<file path="src/rtl/xadc_drp_master_if.sv">
// Command/response handshake plus XADC DRP pins for xadc_drp_master.
// `do` is a reserved word, so the DRP read-data bus is carried as drp_do.
interface xadc_drp_master_if;
  logic        cmd_valid;
  logic        cmd_ready;
  logic        cmd_we;
  logic [6:0]  cmd_addr;
  logic [15:0] cmd_wdata;
  logic        rsp_valid;
  logic [15:0] rsp_rdata;
  logic        rsp_err;
  logic [6:0]  daddr;
  logic        den;
  logic        dwe;
  logic [15:0] di;
  logic [15:0] drp_do;
  logic        drdy;

  modport master (
    input  cmd_valid, cmd_we, cmd_addr, cmd_wdata, drp_do, drdy,
    output cmd_ready, rsp_valid, rsp_rdata, rsp_err, daddr, den, dwe, di
  );

  modport slave (
    output cmd_valid, cmd_we, cmd_addr, cmd_wdata, drp_do, drdy,
    input  cmd_ready, rsp_valid, rsp_rdata, rsp_err, daddr, den, dwe, di
  );
endinterface

</file>
<file path="src/rtl/xadc_drp_master.sv">
// XADC DRP master: programs the sequencer for aux channels 6/15 after reset,
// then serves single read/write commands with a bounded wait for drdy.
module xadc_drp_master #(
  parameter logic [15:0] INIT_SEQ_SEL = 16'h8040,
  parameter logic [15:0] INIT_CFG0    = 16'h0000,
  parameter logic [15:0] INIT_CFG1    = 16'h2000,
  parameter int unsigned TIMEOUT_CYC  = 255
) (
  input  logic               clk,
  input  logic               reset_n,
  xadc_drp_master_if.master  bus,
  output logic               init_done,
  output logic               init_err
);
  typedef enum logic [2:0] {
    INIT_ISSUE,
    INIT_WAIT,
    IDLE,
    ISSUE,
    WAIT
  } state_t;

  localparam logic [9:0] TMO = 10'(TIMEOUT_CYC);

  state_t      state, state_nx;
  logic [1:0]  idx, idx_nx;
  logic [9:0]  cnt, cnt_nx;
  logic        den_q, den_nx;
  logic        dwe_q, dwe_nx;
  logic [6:0]  daddr_q, daddr_nx;
  logic [15:0] di_q, di_nx;
  logic        rsp_valid_q, rsp_valid_nx;
  logic        rsp_err_q, rsp_err_nx;
  logic [15:0] rsp_rdata_q, rsp_rdata_nx;
  logic        done_q, done_nx;
  logic        err_q, err_nx;
  logic [6:0]  tbl_addr;
  logic [15:0] tbl_data;
  logic        timeout;

  always_comb begin
    tbl_addr = 7'h49;
    tbl_data = INIT_SEQ_SEL;
    case (idx)
      2'd1: begin
        tbl_addr = 7'h40;
        tbl_data = INIT_CFG0;
      end
      2'd2: begin
        tbl_addr = 7'h41;
        tbl_data = INIT_CFG1;
      end
      default: ;
    endcase
  end

  // drdy on the terminal count still counts as a normal completion
  assign timeout = (cnt == TMO) && !bus.drdy;

  always_comb begin
    state_nx     = state;
    idx_nx       = idx;
    cnt_nx       = cnt;
    den_nx       = 1'b0;
    dwe_nx       = 1'b0;
    daddr_nx     = daddr_q;
    di_nx        = di_q;
    rsp_valid_nx = 1'b0;
    rsp_err_nx   = 1'b0;
    rsp_rdata_nx = rsp_rdata_q;
    done_nx      = done_q;
    err_nx       = err_q;
    unique case (state)
      // First cycle loads the table entry into the output registers,
      // second cycle has den up; drdy is not looked at in either.
      INIT_ISSUE: begin
        if (!den_q) begin
          den_nx   = 1'b1;
          dwe_nx   = 1'b1;
          daddr_nx = tbl_addr;
          di_nx    = tbl_data;
        end else begin
          state_nx = INIT_WAIT;
          cnt_nx   = '0;
        end
      end
      INIT_WAIT: begin
        if (bus.drdy || timeout) begin
          if (timeout) err_nx = 1'b1;
          if (idx == 2'd2) begin
            done_nx  = 1'b1;
            idx_nx   = '0;
            state_nx = IDLE;
          end else begin
            idx_nx   = idx + 2'd1;
            state_nx = INIT_ISSUE;
          end
        end else begin
          cnt_nx = cnt + 10'd1;
        end
      end
      IDLE: begin
        if (bus.cmd_valid) begin
          den_nx   = 1'b1;
          dwe_nx   = bus.cmd_we;
          daddr_nx = bus.cmd_addr;
          di_nx    = bus.cmd_we ? bus.cmd_wdata : '0;
          state_nx = ISSUE;
        end
      end
      ISSUE: begin
        state_nx = WAIT;
        cnt_nx   = '0;
      end
      WAIT: begin
        if (bus.drdy) begin
          rsp_valid_nx = 1'b1;
          rsp_rdata_nx = bus.drp_do;
          state_nx     = IDLE;
        end else if (timeout) begin
          rsp_valid_nx = 1'b1;
          rsp_err_nx   = 1'b1;
          rsp_rdata_nx = '0;
          state_nx     = IDLE;
        end else begin
          cnt_nx = cnt + 10'd1;
        end
      end
      default: state_nx = INIT_ISSUE;
    endcase
  end

  always_ff @(posedge clk) begin
    if (!reset_n) begin
      state       <= INIT_ISSUE;
      idx         <= '0;
      cnt         <= '0;
      den_q       <= 1'b0;
      dwe_q       <= 1'b0;
      daddr_q     <= '0;
      di_q        <= '0;
      rsp_valid_q <= 1'b0;
      rsp_err_q   <= 1'b0;
      rsp_rdata_q <= '0;
      done_q      <= 1'b0;
      err_q       <= 1'b0;
    end else begin
      state       <= state_nx;
      idx         <= idx_nx;
      cnt         <= cnt_nx;
      den_q       <= den_nx;
      dwe_q       <= dwe_nx;
      daddr_q     <= daddr_nx;
      di_q        <= di_nx;
      rsp_valid_q <= rsp_valid_nx;
      rsp_err_q   <= rsp_err_nx;
      rsp_rdata_q <= rsp_rdata_nx;
      done_q      <= done_nx;
      err_q       <= err_nx;
    end
  end

  assign bus.cmd_ready = (state == IDLE);
  assign bus.den       = den_q;
  assign bus.dwe       = dwe_q;
  assign bus.daddr     = daddr_q;
  assign bus.di        = di_q;
  assign bus.rsp_valid = rsp_valid_q;
  assign bus.rsp_err   = rsp_err_q;
  assign bus.rsp_rdata = rsp_rdata_q;
  assign init_done     = done_q;
  assign init_err      = err_q;
endmodule

</file>
<file path="src/flat_wrapper.sv">
// flat-port wrapper written by rule: the top's interface ports become plain ports
module xadc_drp_master_flat 
#(
  parameter logic [15:0] INIT_SEQ_SEL = 16'h8040,
  parameter logic [15:0] INIT_CFG0    = 16'h0000,
  parameter logic [15:0] INIT_CFG1    = 16'h2000,
  parameter int unsigned TIMEOUT_CYC  = 255
)
  (clk, reset_n, init_done, init_err, bus_cmd_valid, bus_cmd_we, bus_cmd_addr, bus_cmd_wdata, bus_drp_do, bus_drdy, bus_cmd_ready, bus_rsp_valid, bus_rsp_rdata, bus_rsp_err, bus_daddr, bus_den, bus_dwe, bus_di);
  xadc_drp_master_if bus_i ();
  input  logic clk;
  input  logic reset_n;
  output logic init_done;
  output logic init_err;
  input wire logic [$bits(bus_i.cmd_valid)-1:0] bus_cmd_valid;
  input wire logic [$bits(bus_i.cmd_we)-1:0] bus_cmd_we;
  input wire logic [$bits(bus_i.cmd_addr)-1:0] bus_cmd_addr;
  input wire logic [$bits(bus_i.cmd_wdata)-1:0] bus_cmd_wdata;
  input wire logic [$bits(bus_i.drp_do)-1:0] bus_drp_do;
  input wire logic [$bits(bus_i.drdy)-1:0] bus_drdy;
  output wire logic [$bits(bus_i.cmd_ready)-1:0] bus_cmd_ready;
  output wire logic [$bits(bus_i.rsp_valid)-1:0] bus_rsp_valid;
  output wire logic [$bits(bus_i.rsp_rdata)-1:0] bus_rsp_rdata;
  output wire logic [$bits(bus_i.rsp_err)-1:0] bus_rsp_err;
  output wire logic [$bits(bus_i.daddr)-1:0] bus_daddr;
  output wire logic [$bits(bus_i.den)-1:0] bus_den;
  output wire logic [$bits(bus_i.dwe)-1:0] bus_dwe;
  output wire logic [$bits(bus_i.di)-1:0] bus_di;
  assign bus_i.cmd_valid = bus_cmd_valid;
  assign bus_i.cmd_we = bus_cmd_we;
  assign bus_i.cmd_addr = bus_cmd_addr;
  assign bus_i.cmd_wdata = bus_cmd_wdata;
  assign bus_i.drp_do = bus_drp_do;
  assign bus_i.drdy = bus_drdy;
  assign bus_cmd_ready = bus_i.cmd_ready;
  assign bus_rsp_valid = bus_i.rsp_valid;
  assign bus_rsp_rdata = bus_i.rsp_rdata;
  assign bus_rsp_err = bus_i.rsp_err;
  assign bus_daddr = bus_i.daddr;
  assign bus_den = bus_i.den;
  assign bus_dwe = bus_i.dwe;
  assign bus_di = bus_i.di;
  xadc_drp_master #(.INIT_SEQ_SEL(INIT_SEQ_SEL), .INIT_CFG0(INIT_CFG0), .INIT_CFG1(INIT_CFG1), .TIMEOUT_CYC(TIMEOUT_CYC)) u_core (.clk(clk), .reset_n(reset_n), .bus(bus_i), .init_done(init_done), .init_err(init_err));
endmodule
</file>
<file path="config.mk">
export PLATFORM = sky130hd
export DESIGN_NAME = xadc_drp_master_flat
export DESIGN_NICKNAME = d
export VERILOG_FILES = /design/src/rtl/xadc_drp_master_if.sv /design/src/rtl/xadc_drp_master.sv /design/src/flat_wrapper.sv
export SDC_FILE = /design/constraint.sdc
export NUM_CORES = 1
export LEC_CHECK = 0
export ABC_AREA = 1
export BUFFER_PORTS_ARGS = -buffer_cell sky130_fd_sc_hd__buf_2
export CORE_UTILIZATION = 50
export CTS_BUF_LIST = sky130_fd_sc_hd__clkbuf_4 sky130_fd_sc_hd__clkbuf_8 sky130_fd_sc_hd__clkbuf_16
export DETAILED_ROUTE_END_ITERATION = 12
export GPL_TIMING_DRIVEN = 0
export PLACE_DENSITY = 0.79
export SYNTH_ARGS = -nofsm -noshare
export SYNTH_HDL_FRONTEND = slang
export SYNTH_SLANG_ARGS = --single-unit
</file>
<file path="constraint.sdc">
create_clock -name clk -period 2.3 [get_ports clk]
set_input_delay 0.23 -clock clk [delete_from_list [all_inputs] [get_ports clk]]
set_output_delay 0.23 -clock clk [all_outputs]
set_load 0.02 [all_outputs]
</file>
==> results of run 1 <==
[cell type report]
| class | count | area [µm²] | area share, % |
|---|---|---|---|
| Clock buffer | 10 | 131 | 3.88 |
| Buffer | 16 | 81.3 | 2.40 |
| Timing Repair Buffer | 87 | 435 | 12.9 |
| Sequential cell | 60 | 1200 | 35.5 |
| Multi-Input combinational cell | 253 | 1290 | 38.2 |
| Clock inverter | 5 | 53.8 | 1.59 |
| Inverter | 27 | 101 | 2.99 |
| Tap cell | 70 | 87.6 | 2.59 |
[flip-flops by register name (all words and copies together), names as in the netlist]
register and count:
u_core.bus.dwe 1, u_core.bus.den 1, u_core.bus.rsp_valid 1, u_core.bus.rsp_err 1
u_core.idx 2, u_core.init_err 1, u_core.bus.daddr 7, u_core.init_done 1
u_core.state 3, u_core.bus.di 16, u_core.bus.rsp_rdata 16, u_core.cnt 10
[cells by family after synthesis]
| family | synth area share (%) |
|---|---|
| fa+ha+maj | 2.80 |
| simple gates | 29.0 |
| compound gates | 16.5 |
| buf+inv | 6.83 |
| flops | 44.9 |
[cells in the final DEF, fill, tap and decap left out, types with 3 or more instances in the layout]
cell / n
sky130_fd_sc_hd__a21oi_1: 44
sky130_fd_sc_hd__a21oi_2: 5
sky130_fd_sc_hd__a31oi_1: 5
sky130_fd_sc_hd__buf_1: 3
sky130_fd_sc_hd__buf_2: 92
sky130_fd_sc_hd__clkbuf_1: 5
sky130_fd_sc_hd__clkbuf_8: 9
sky130_fd_sc_hd__clkinv_2: 3
sky130_fd_sc_hd__dfxtp_1: 60
sky130_fd_sc_hd__ha_1: 6
sky130_fd_sc_hd__inv_1: 19
sky130_fd_sc_hd__inv_2: 8
sky130_fd_sc_hd__nand2_1: 82
sky130_fd_sc_hd__nand2_2: 7
sky130_fd_sc_hd__nand3_1: 30
sky130_fd_sc_hd__nand4_1: 6
sky130_fd_sc_hd__nor2_1: 26
sky130_fd_sc_hd__nor2_4: 4
sky130_fd_sc_hd__o21ai_0: 11
sky130_fd_sc_hd__o21ai_1: 15
[layer usage]
metal	up-vias	wire, µm	part of all wire, %	GRT usage (%)
met5	-	0	0	0
met4	0	41	0.67	8.64
met3	4	330	5.4	6.96
met2	73	2840	46	37.2
met1	1175	2900	47	29.6
li1	1373	-	-	-
[power groups by stage]
| stage | Sequential [µW] | Clock, µW | Combinational [µW] |
|---|---|---|---|
| finish | 1370 | 908 | 1200 |
| global route | 1400 | 978 | 1330 |
| CTS | 1370 | 922 | 1200 |
| detailed placement | 1390 | 0 | 1200 |
| global placement | 1390 | 0 | 1180 |
| floorplan | 1550 | 0 | 696 |
[final timing paths]
| check | slack, ns | cells past startpoint | to |
|---|---|---|---|
| worst min-delay path | 0.13 | 3 | u_core.bus.daddr[0] |
| worst min register to register | 0.46 | 2 | u_core.bus.rsp_rdata[6] |
| worst max register to register | 0.43 | 9 | u_core.bus.rsp_rdata[5] |
| worst max-delay path | 0.43 | 9 | u_core.bus.rsp_rdata[5] |
[synth_stat cells (6+ instances only)]
cell	n	area [µm²]
sky130_fd_sc_hd__nor2_1	26	97.6
sky130_fd_sc_hd__inv_2	8	30.0
sky130_fd_sc_hd__ha_1	6	75.1
sky130_fd_sc_hd__o21ai_0	11	55.1
sky130_fd_sc_hd__nand3_1	30	150
sky130_fd_sc_hd__inv_1	19	71.3
sky130_fd_sc_hd__nand2_2	7	43.8
sky130_fd_sc_hd__dfxtp_1	60	1200
sky130_fd_sc_hd__nand2_1	82	308
sky130_fd_sc_hd__nand4_1	6	37.5
sky130_fd_sc_hd__o21ai_1	15	75.1
sky130_fd_sc_hd__a21oi_1	44	220
[worst reg2reg max path: stages, from the launching register on]
cell,delay (ns)
sky130_fd_sc_hd__dfxtp_1,0.45
sky130_fd_sc_hd__ha_1,0.23
sky130_fd_sc_hd__nand2_2,0.09
sky130_fd_sc_hd__nor2_4,0.15
sky130_fd_sc_hd__nand3_2,0.13
sky130_fd_sc_hd__nand2_2,0.12
sky130_fd_sc_hd__nand2_1,0.19
sky130_fd_sc_hd__buf_2,0.25
sky130_fd_sc_hd__nand2_1,0.07
sky130_fd_sc_hd__a21oi_1,0.06
[through the flow]
stage          cells  hold WS [ns]  area, µm²  worst slack [ns]  util (%)
6_report         528         0.129       3380             0.429      65.8
3_3_place_gp     513         0.445       3200             0.490      62.2
5_1_grt          528         0.128       3380             0.255      65.8
2_1_floorplan    356         0.374       2680             0.731         -
3_5_place_dp     513         0.449       3200             0.416      62.2
4_1_cts          528         0.123       3380             0.411      65.8
==> impl_results.md, run 1 <==
* Headroom to the max-slew limit at 67.1%
* Overall power after layout at 3480 µW
* Path category of the worst min-delay check: primary input to flop
* Kind of cell adding the most delay to the critical path: simple AND/OR/NAND/NOR gates
* Critical Path AT at 2.06 ns
* Total negative slack at 0 ns
* Maximum Capacitance Violations at 0
* Vertical extent of the die at 75.2 µm
* Cells along the critical path: ha_1 > nand2_2 > nor2_4 > nand3_2 > nand2_2 > nand2_1 > buf_2 > nand2_1 > a21oi_1
* Residual overflow from global routing at 0
* H-tree depth at 3
* # rows at 26
* Sequential fraction of design power at 39.5%
* Cell Pwr Density at 1030 nW/µm²
* Post-synthesis sequential element count at 60
* Number of nets with antenna violations after detailed routing at 0
* Number of sinks driven by the clock tree at 60
* Number of port buffers at 87
* Category of the worst setup path launch point: flop
* Startpoint of the worst register-to-register path: u_core.cnt[0]
* Mean area per synthesized cell at 7.52 µm²
* Least-Margin Pin Slew at 0.493 ns
* Antenna fix cells at 0
* Post-Syn Area at 2680 µm²
* Clock Tree Root: sky130_fd_sc_hd__clkbuf_8
* Dpl hpwl at 4490 µm
* Bufs and invs on worst path at 1
* Clock tree from TritonCTS: done
* Initial standard-cell utilization of the core at 52.1%
* Share of cells above drive strength 1 at 30.8%
* Asr flop ratio synth at 0%
* Drt initial violations at 126
* Unique cell type count in the Yosys netlist at 28
* Initial DRT Pass Iterations at 4
* Clock transition at the register clock pins on the worst setup and hold paths after CTS at 0.07 ns
* Launch instance of the worst min-delay path: bus_cmd_addr[0]
* Number of buffers on the longest clock path at 2
* Proportion of total power due to net switching at 38.3%
* Core box area at 5140 µm²
* Worst setup path startpoint: u_core.cnt[0]
* Required time worst endpoint at 2.49 ns
* Hold Violations, Final at 0
* Run status: finished, final reports clean
* Synthesized instance count at 356
* Total wirelength of the detailed-routed design at 6120 µm
* Via-per-instance ratio at 4.97
* Die Area at 5650 µm²
* Peak ir drop on the vdd network at 0.000767 V
* Final setup vio count at 0
* Endpoint class of the critical path: flop
* Number of buffers inserted by post-CTS setup repair at 0
* Avg WL per Cell at 11.6 µm
* Total routing usage reported by global routing at 23.2%
* Initial antenna violation count at 0
* First-pass GRT wire length at 9930 µm
* Crit path time final at 1.87 ns
* Vias at 2625
* DRC viols at 0
* Number of global-route vias before repair at 2307
* Clk_lat worst skew at 0.33 ns
* Pin count of the biggest net entering global routing at 11
* Highest achievable clock rate at 535 MHz
* IO Pins at 90
* Biggest fanout along the worst timing path at 10
* DIE WIDTH at 75.2 µm
* Total count of max-transition violations in the final report at 0
* Leakage component of the power at 0.00149 µW
* # fillers at 478
* Slowest CP cell: sky130_fd_sc_hd__dfxtp_1
* Part of the total power dissipated in combinational logic at 34.5%
* Final worst-path cycle share at 81.3%
* Post-layout net count at 504
* Setup repair after global routing missed its margin: no
* Layout overhead on the synthesized area at 26.5%
* Sequential fraction of the synthesis area at 44.9%
* # resized after CTS at 0
* Number of enable flip-flop cells after synthesis at 0
* Number of CTS-inserted buffers at 9
* Internal Power at 2150 µW
* Leading register cell type out of synthesis: sky130_fd_sc_hd__dfxtp_1
* Maximum clock skew at final layout at 0.00633 ns
* Synthesis Warnings at 0
* Type of the setup path with the least slack: flop to flop
* Final weighted congestion in routability-driven placement at 0.813
* Net switching power at 1330 µW
* Nets in the synthesized netlist at 406
* Hold-fix buffers, CTS at 0
* CP peak stage delay at 0.45 ns
* Clock network fraction of design power at 26.1%
(Power assumes the default switching activity.)
==> run 2: changes to the inputs <==
--- a/config.mk
+++ b/config.mk
@@ -5,9 +5,9 @@
 export SDC_FILE = /design/constraint.sdc
 export NUM_CORES = 1
 export LEC_CHECK = 0
-export ABC_AREA = 1
+export ABC_AREA = 0
 export BUFFER_PORTS_ARGS = -buffer_cell sky130_fd_sc_hd__buf_2
-export CORE_UTILIZATION = 50
+export CORE_UTILIZATION = 49
 export CTS_BUF_LIST = sky130_fd_sc_hd__clkbuf_4 sky130_fd_sc_hd__clkbuf_8 sky130_fd_sc_hd__clkbuf_16
 export DETAILED_ROUTE_END_ITERATION = 12
 export GPL_TIMING_DRIVEN = 0
==> constraint.sdc (replaced) <==
create_clock -name clk -period 1.8 [get_ports clk]
set_input_delay 0.18 -clock clk [delete_from_list [all_inputs] [get_ports clk]]
set_output_delay 0.18 -clock clk [all_outputs]
set_load 0.02 [all_outputs]
==> run 2 against run 1 <==
Net effect: sequential cell count is the same; utilization grew 1.7 points; combinational power shrank 71%; die area shrank 3.1%; count of clock-buffer cells in the layout grew 2; wire length shrank 0.59%; register-to-register slack lost 0.31 ns; sequential power is essentially flat; power shrank 19%; largest cell class unchanged.
==> impl_results.md, run 2 <==
* DRC viols at 0
* Total routing usage reported by global routing at 23.9%
* Least-Margin Pin Slew at 0.583 ns
* Avg WL per Cell at 13.8 µm
* Non-Filler Cell Area, Final at 3270 µm²
* DIE WIDTH at 74.0 µm
* Cell Pwr Density at 859 nW/µm²
* Residual overflow from global routing at 0
* Hold Violations, Final at 0
* Leakage component of the power at 0.00141 µW
* Share of cells above drive strength 1 at 34.9%
* Number of global-route vias before repair at 2235
* Vias at 2422
* Final setup vio count at 0
* H-tree depth at 3
* Clk_lat worst skew at 0.33 ns
* Total wirelength of the detailed-routed design at 6080 µm
* Pin count of the biggest net entering global routing at 14
* Share of the synthesized area in the top cell type at 47.3%
* # fillers at 399
* Final weighted congestion in routability-driven placement at 0.819
* First-pass GRT wire length at 9980 µm
* Run status: finished, final reports clean
* Nets in the synthesized netlist at 319
* Most common cell after layout, fill and taps aside: sky130_fd_sc_hd__buf_2
* Sequential fraction of the synthesis area at 47.3%
* Number of nets with antenna violations after detailed routing at 0
* Vertical extent of the die at 74.0 µm
* Drt initial violations at 115
* Synth area leader: sky130_fd_sc_hd__dfxtp_1
* Number of sinks driven by the clock tree at 60
* Critical Path AT at 1.94 ns
* Required time worst endpoint at 2.05 ns
* Cells taking the most area after synthesis: sky130_fd_sc_hd__dfxtp_1 (47%), sky130_fd_sc_hd__a22o_1 (5.5%), sky130_fd_sc_hd__nor2_1 (4.6%)
* Number of port buffers at 88
* Setup repair after global routing missed its margin: yes
* Headroom to the max-slew limit at 61.0%
* Path category of the worst min-delay check: primary input to flop
* Most used standard cell by instance count after synthesis: sky130_fd_sc_hd__dfxtp_1
* Final std cells w/o fill at 440
* Initial antenna violation count at 0
* Final core area utilization at 67.5%
* Synthesized instance count at 269
* Core box area at 4850 µm²
* Peak ir drop on the vdd network at 0.000715 V
* Highest achievable clock rate at 594 MHz
* Endpoint class of the critical path: flop
* Post-Syn Area at 2540 µm²
* Die Area at 5470 µm²
* Post-synthesis sequential element count at 60
* IO Pins at 90
* Leading register cell type out of synthesis: sky130_fd_sc_hd__dfxtp_1
* Number of enable flip-flop cells after synthesis at 0
* Maximum Capacitance Violations at 0
* Post-layout net count at 418
* Number of placed cells counting well taps at 424
* Clock transition at the register clock pins on the worst setup and hold paths after CTS at 0.07 ns
* Maximum clock skew at final layout at 0.00724 ns
* Clock Tree Root: sky130_fd_sc_hd__clkbuf_8
* Final worst-path cycle share at 93.6%
* # rows at 25
* Overall power after layout at 2810 µW
* Type of the setup path with the least slack: flop to flop
* Via-per-instance ratio at 5.50
* Initial DRT Pass Iterations at 4
* Mean area per synthesized cell at 9.44 µm²
* Number of CTS-inserted buffers at 9
* Biggest fanout along the worst timing path at 9
* Commonest cells after routing, fill and taps aside: sky130_fd_sc_hd__buf_2 (92), sky130_fd_sc_hd__dfxtp_1 (57), sky130_fd_sc_hd__nor2_1 (31)
* Initial standard-cell utilization of the core at 52.4%
* Clock tree from TritonCTS: done
* Total negative slack at 0 ns
* Category of the worst setup path launch point: flop
* Number of buffers on the longest clock path at 2
* Antenna fix cells at 0
* Total count of max-transition violations in the final report at 0
* Instance area after placement at 3060 µm²
* Top cells by count, synth: sky130_fd_sc_hd__dfxtp_1 (60), sky130_fd_sc_hd__nor2_1 (31), sky130_fd_sc_hd__a22o_1 (16), sky130_fd_sc_hd__nand2_1 (16), sky130_fd_sc_hd__nand3_1 (15)
* Asr flop ratio synth at 0%
* Unique cell type count in the Yosys netlist at 55
* Synthesis Warnings at 0
* Dpl hpwl at 4330 µm
* Crit path time final at 1.68 ns
* Layout overhead on the synthesized area at 29.0%
==> run 2: changes by cell type after synthesis, moves of 10 or more <==
cell                      before  now
sky130_fd_sc_hd__nand2_1      82   16
sky130_fd_sc_hd__a22oi_1       0   14
sky130_fd_sc_hd__o21ai_1      15    5
sky130_fd_sc_hd__nand3_1      30   15
sky130_fd_sc_hd__inv_1        19    5
sky130_fd_sc_hd__a21oi_1      44    7
sky130_fd_sc_hd__a22o_1        0   16
==> run 2: final cells by class <==
cell class	count	area (µm²)	share of cell area, %
timing repair buffer	89	448	13.7
sequential	60	1210	36.9
clock buffer	12	153	4.66
inverter	6	25.0	0.764
multi-input combinational	186	1250	38.2
clock inverter	4	25.0	0.764
buffer	16	80.1	2.45
tap	67	83.8	2.56
==> run 2: critical path: stages (launching register included) <==
cell                       delay, ns
sky130_fd_sc_hd__dfxtp_1        0.29
sky130_fd_sc_hd__buf_2          0.17
sky130_fd_sc_hd__nor2b_1        0.14
sky130_fd_sc_hd__clkbuf_1       0.31
sky130_fd_sc_hd__a221oi_2       0.14
sky130_fd_sc_hd__o21ai_2        0.33
sky130_fd_sc_hd__mux2i_1        0.22
==> run 2: cells by family (layout without fill, tap and decap cells) <==
group,after synthesis,after routing,share of synthesized area [%]
simple gates,102,102,21.3
flops,60,60,47.3
compound gates,76,76,23.5
xor+xnor,1,1,0.345
mux,1,1,0.394
fa+ha+maj,6,6,2.96
buf+inv,23,127,4.14
==> run 2: power breakdown <==
part / internal [µW] / switching, µW
clock network: 563 / 516
logic: 127 / 227
registers: 1360 / 20.7
==> run 2: timing repair <==
action / CTS / global route
pin swaps: 1 / 0
hold buffers: 0 / 0
endpoints found under the setup margin: 13 / 18
setup buffers: 1 / 0
gates cloned: 0 / 0
resized for setup: 4 / 6
==> run 2: layer usage <==
| layer | part of all wire [%] | vias to the layer above | track usage, % |
|---|---|---|---|
| met5 | 0 | - | 0 |
| met3 | 5.8 | 12 | 4.74 |
| met1 | 47 | 1122 | 31.5 |
| met2 | 45 | 89 | 37.6 |
| li1 | - | 1199 | - |
| met4 | 1.8 | 0 | 11.1 |
==> run 2: final timing paths <==
path | slack [ns] | start | cells past startpoint | to
max | 0.12 | u_core.state[2] | 6 | u_core.cnt[1]
min | 0.05 | bus_drp_do[0] | 2 | u_core.bus.rsp_rdata[0]
max reg2reg | 0.12 | u_core.state[2] | 6 | u_core.cnt[1]
min reg2reg | 0.48 | u_core.bus.rsp_rdata[9] | 1 | u_core.bus.rsp_rdata[9]
==> run 2: through the flow <==
step	setup WS, ns	hold slack [ns]
floorplan	0.130	0.304
global placement	-0.0422	0.391
detailed placement	-0.0804	0.395
CTS	0.0182	0.0413
global route	-0.00216	0.0464
finish	0.115	0.0500
==> run 3: changes to the inputs <==
--- a/config.mk
+++ b/config.mk
@@ -9,6 +9,7 @@
 export BUFFER_PORTS_ARGS = -buffer_cell sky130_fd_sc_hd__buf_2
 export CORE_UTILIZATION = 49
 export CTS_BUF_LIST = sky130_fd_sc_hd__clkbuf_4 sky130_fd_sc_hd__clkbuf_8 sky130_fd_sc_hd__clkbuf_16
+export CTS_CLUSTER_DIAMETER = 150
 export DETAILED_ROUTE_END_ITERATION = 12
 export GPL_TIMING_DRIVEN = 0
 export PLACE_DENSITY = 0.79
==> constraint.sdc (replaced) <==
create_clock -name clk -period 1.8 [get_ports clk]
set_input_delay 0.18 -clock clk [delete_from_list [all_inputs] [get_ports clk]]
set_output_delay 0.18 -clock clk [all_outputs]
set_load 0.1 [all_outputs]
==> run 3 against run 2 <==
Net effect: power increased by 16%; critical path depth decreased by 2; wire length decreased by 0.38%; sequential cell count is the same; utilization rose by 1.4 points; global-route usage down 0.32 points; clock power rose by 26%; worst hold slack improved by 0.010 ns; sequential power is essentially flat; setup slack got worse by 0.020 ns; cell area up 2.1%; critical path type is now flop to output port; highest routed layer unchanged.
==> impl_results.md, run 3 (synthesis results as in run 2) <==
* Run status: finished, final reports clean
* Number of port buffers at 88
* Final worst setup slack at 0.0954 ns
* Post-layout net count at 419
* Global Route met2 Usage at 36.8%
* Final weighted congestion in routability-driven placement at 0.818
* # rows at 25
* Residual overflow from global routing at 0
* Peak ir drop on the vdd network at 0.000648 V
* Clock transition at the register clock pins on the worst setup and hold paths after CTS at 0.07 ns
* Initial antenna violation count at 0
* Core box area at 4850 µm²
* Area of the multi-input gates at 1260 µm²
* Required time worst endpoint at 1.62 ns
* Share of cells above drive strength 1 at 35.4%
* Least-Margin Pin Slew at 0.512 ns
* Clk_lat worst skew at 0.33 ns
* Path category of the worst min-delay check: primary input to flop
* Most used routing layer: met2
* DRC viols at 0
* Total count of max-transition violations in the final report at 0
* Clock Tree Root: sky130_fd_sc_hd__clkbuf_8
* H-tree depth at 3
* Highest achievable clock rate at 587 MHz
* Area taken by flip-flops and latches at 1200 µm²
* Drt initial violations at 162
* Layout overhead on the synthesized area at 31.7%
* Hold-fix buffers, CTS at 0
* Final setup vio count at 0
* Initial standard-cell utilization of the core at 52.4%
* IO Pins at 90
* Clock tree from TritonCTS: done
* Met1 track demand over resource in global routing at 32.1%
* Most common cell after layout, fill and taps aside: sky130_fd_sc_hd__buf_2
* Type of the setup path with the least slack: flop to output port
* Maximum clock skew at final layout at 0.00605 ns
* Die Area at 5470 µm²
* Number of global-route vias before repair at 2166
* Number of buffers on the longest clock path at 2
* CP peak stage delay at 0.46 ns
* Total negative slack at 0 ns
* Vertical extent of the die at 74.0 µm
* Maximum Capacitance Violations at 0
* Via-per-instance ratio at 5.48
* Slowest CP cell: sky130_fd_sc_hd__dfxtp_1
* Final worst-path cycle share at 94.7%
* Leakage component of the power at 0.00144 µW
* Number of nets with antenna violations after detailed routing at 0
* Vias at 2413
* Final core area utilization at 69.0%
* DIE WIDTH at 74.0 µm
* Smallest hold slack at 0.0600 ns
* Antenna fix cells at 0
* Endpoint class of the critical path: output port
* Pin count of the biggest net entering global routing at 14
* Number of sinks driven by the clock tree at 60
* Setup repair after global routing missed its margin: no
* Biggest fanout along the worst timing path at 13
* # fillers at 406
* Cell Pwr Density at 980 nW/µm²
* Category of the worst setup path launch point: flop
* First-pass GRT wire length at 9980 µm
* Dpl hpwl at 4270 µm
* Commonest cells after routing, fill and taps aside: sky130_fd_sc_hd__buf_2 (91), sky130_fd_sc_hd__dfxtp_1 (57), sky130_fd_sc_hd__nor2_1 (31)
* Number of CTS-inserted buffers at 9
* Hold Violations, Final at 0
* Crit path time final at 1.70 ns
* Total routing usage reported by global routing at 23.5%
* Worst Setup Slack post-DPL at -0.103 ns
* Cells along the critical path: buf_4 > nand2_2 > inv_4 > buf_8
* Headroom to the max-slew limit at 65.7%
* Avg WL per Cell at 13.8 µm
* Met3 capacity usage during global routing at 4.88%
* Critical Path AT at 1.52 ns
* Initial DRT Pass Iterations at 4
* Total wirelength of the detailed-routed design at 6060 µm
==> run 3: layout make-up <==
| type | instances | share of cell area [%] |
|---|---|---|
| multi-input combinational | 186 | 37.6 |
| sequential | 60 | 36.0 |
| timing repair buffer | 90 | 13.9 |
| clock buffer | 11 | 4.53 |
| tap | 67 | 2.51 |
| buffer | 16 | 2.43 |
| clock inverter | 4 | 2.17 |
| inverter | 6 | 0.749 |
==> run 3: per-stage QoR <==
stage               cells  cell area, µm²  power (µW)
CTS                   439            3310        3280
global route          440            3340        3410
global placement      424            3060        1920
finish                440            3340        3280
detailed placement    424            3060        1930
floorplan             269            2540        1790
==> run 3: final timing paths <==
| check | startpoint | end | slack (ns) | cells past startpoint |
|---|---|---|---|---|
| max reg2reg | u_core.cnt[0] | u_core.state[2] | 0.12 | 6 |
| min reg2reg | u_core.cnt[9] | u_core.cnt[9] | 0.48 | 1 |
| min | bus_drp_do[8] | u_core.bus.rsp_rdata[8] | 0.06 | 2 |
| max | u_core.state[1] | bus_cmd_ready | 0.1 | 4 |
==> run 3: critical path: cells and delay by family (launching register included) <==
family | cells | cell delay (ns)
buf+inv | 3 | 0.61
flops | 1 | 0.46
simple gates | 1 | 0.13
==> run 3: timing repair <==
item                                    CTS  global route
endpoints found under the setup margin   11            16
endpoints found under the hold margin     0             0
setup buffers                             1             1
resized for setup                         7             7
pin swaps                                 1             1
==> run 3: power by group <==
part           internal [µW]  leakage (µW)  total [µW]  switching (µW)
Clock                    845      0.000111        1360             518
Combinational            132      0.000846         530             397
Sequential              1360      0.000487        1380            19.8
Total                   2340       0.00144        3280             935
==> run 3: routing by layer <==
| layer | vias up | part of all wire (%) |
|---|---|---|
| met5 | - | 0 |
| met4 | 0 | 0.41 |
| met3 | 2 | 5.0 |
| met2 | 91 | 47 |
| met1 | 1118 | 47 |
| li1 | 1202 | - |
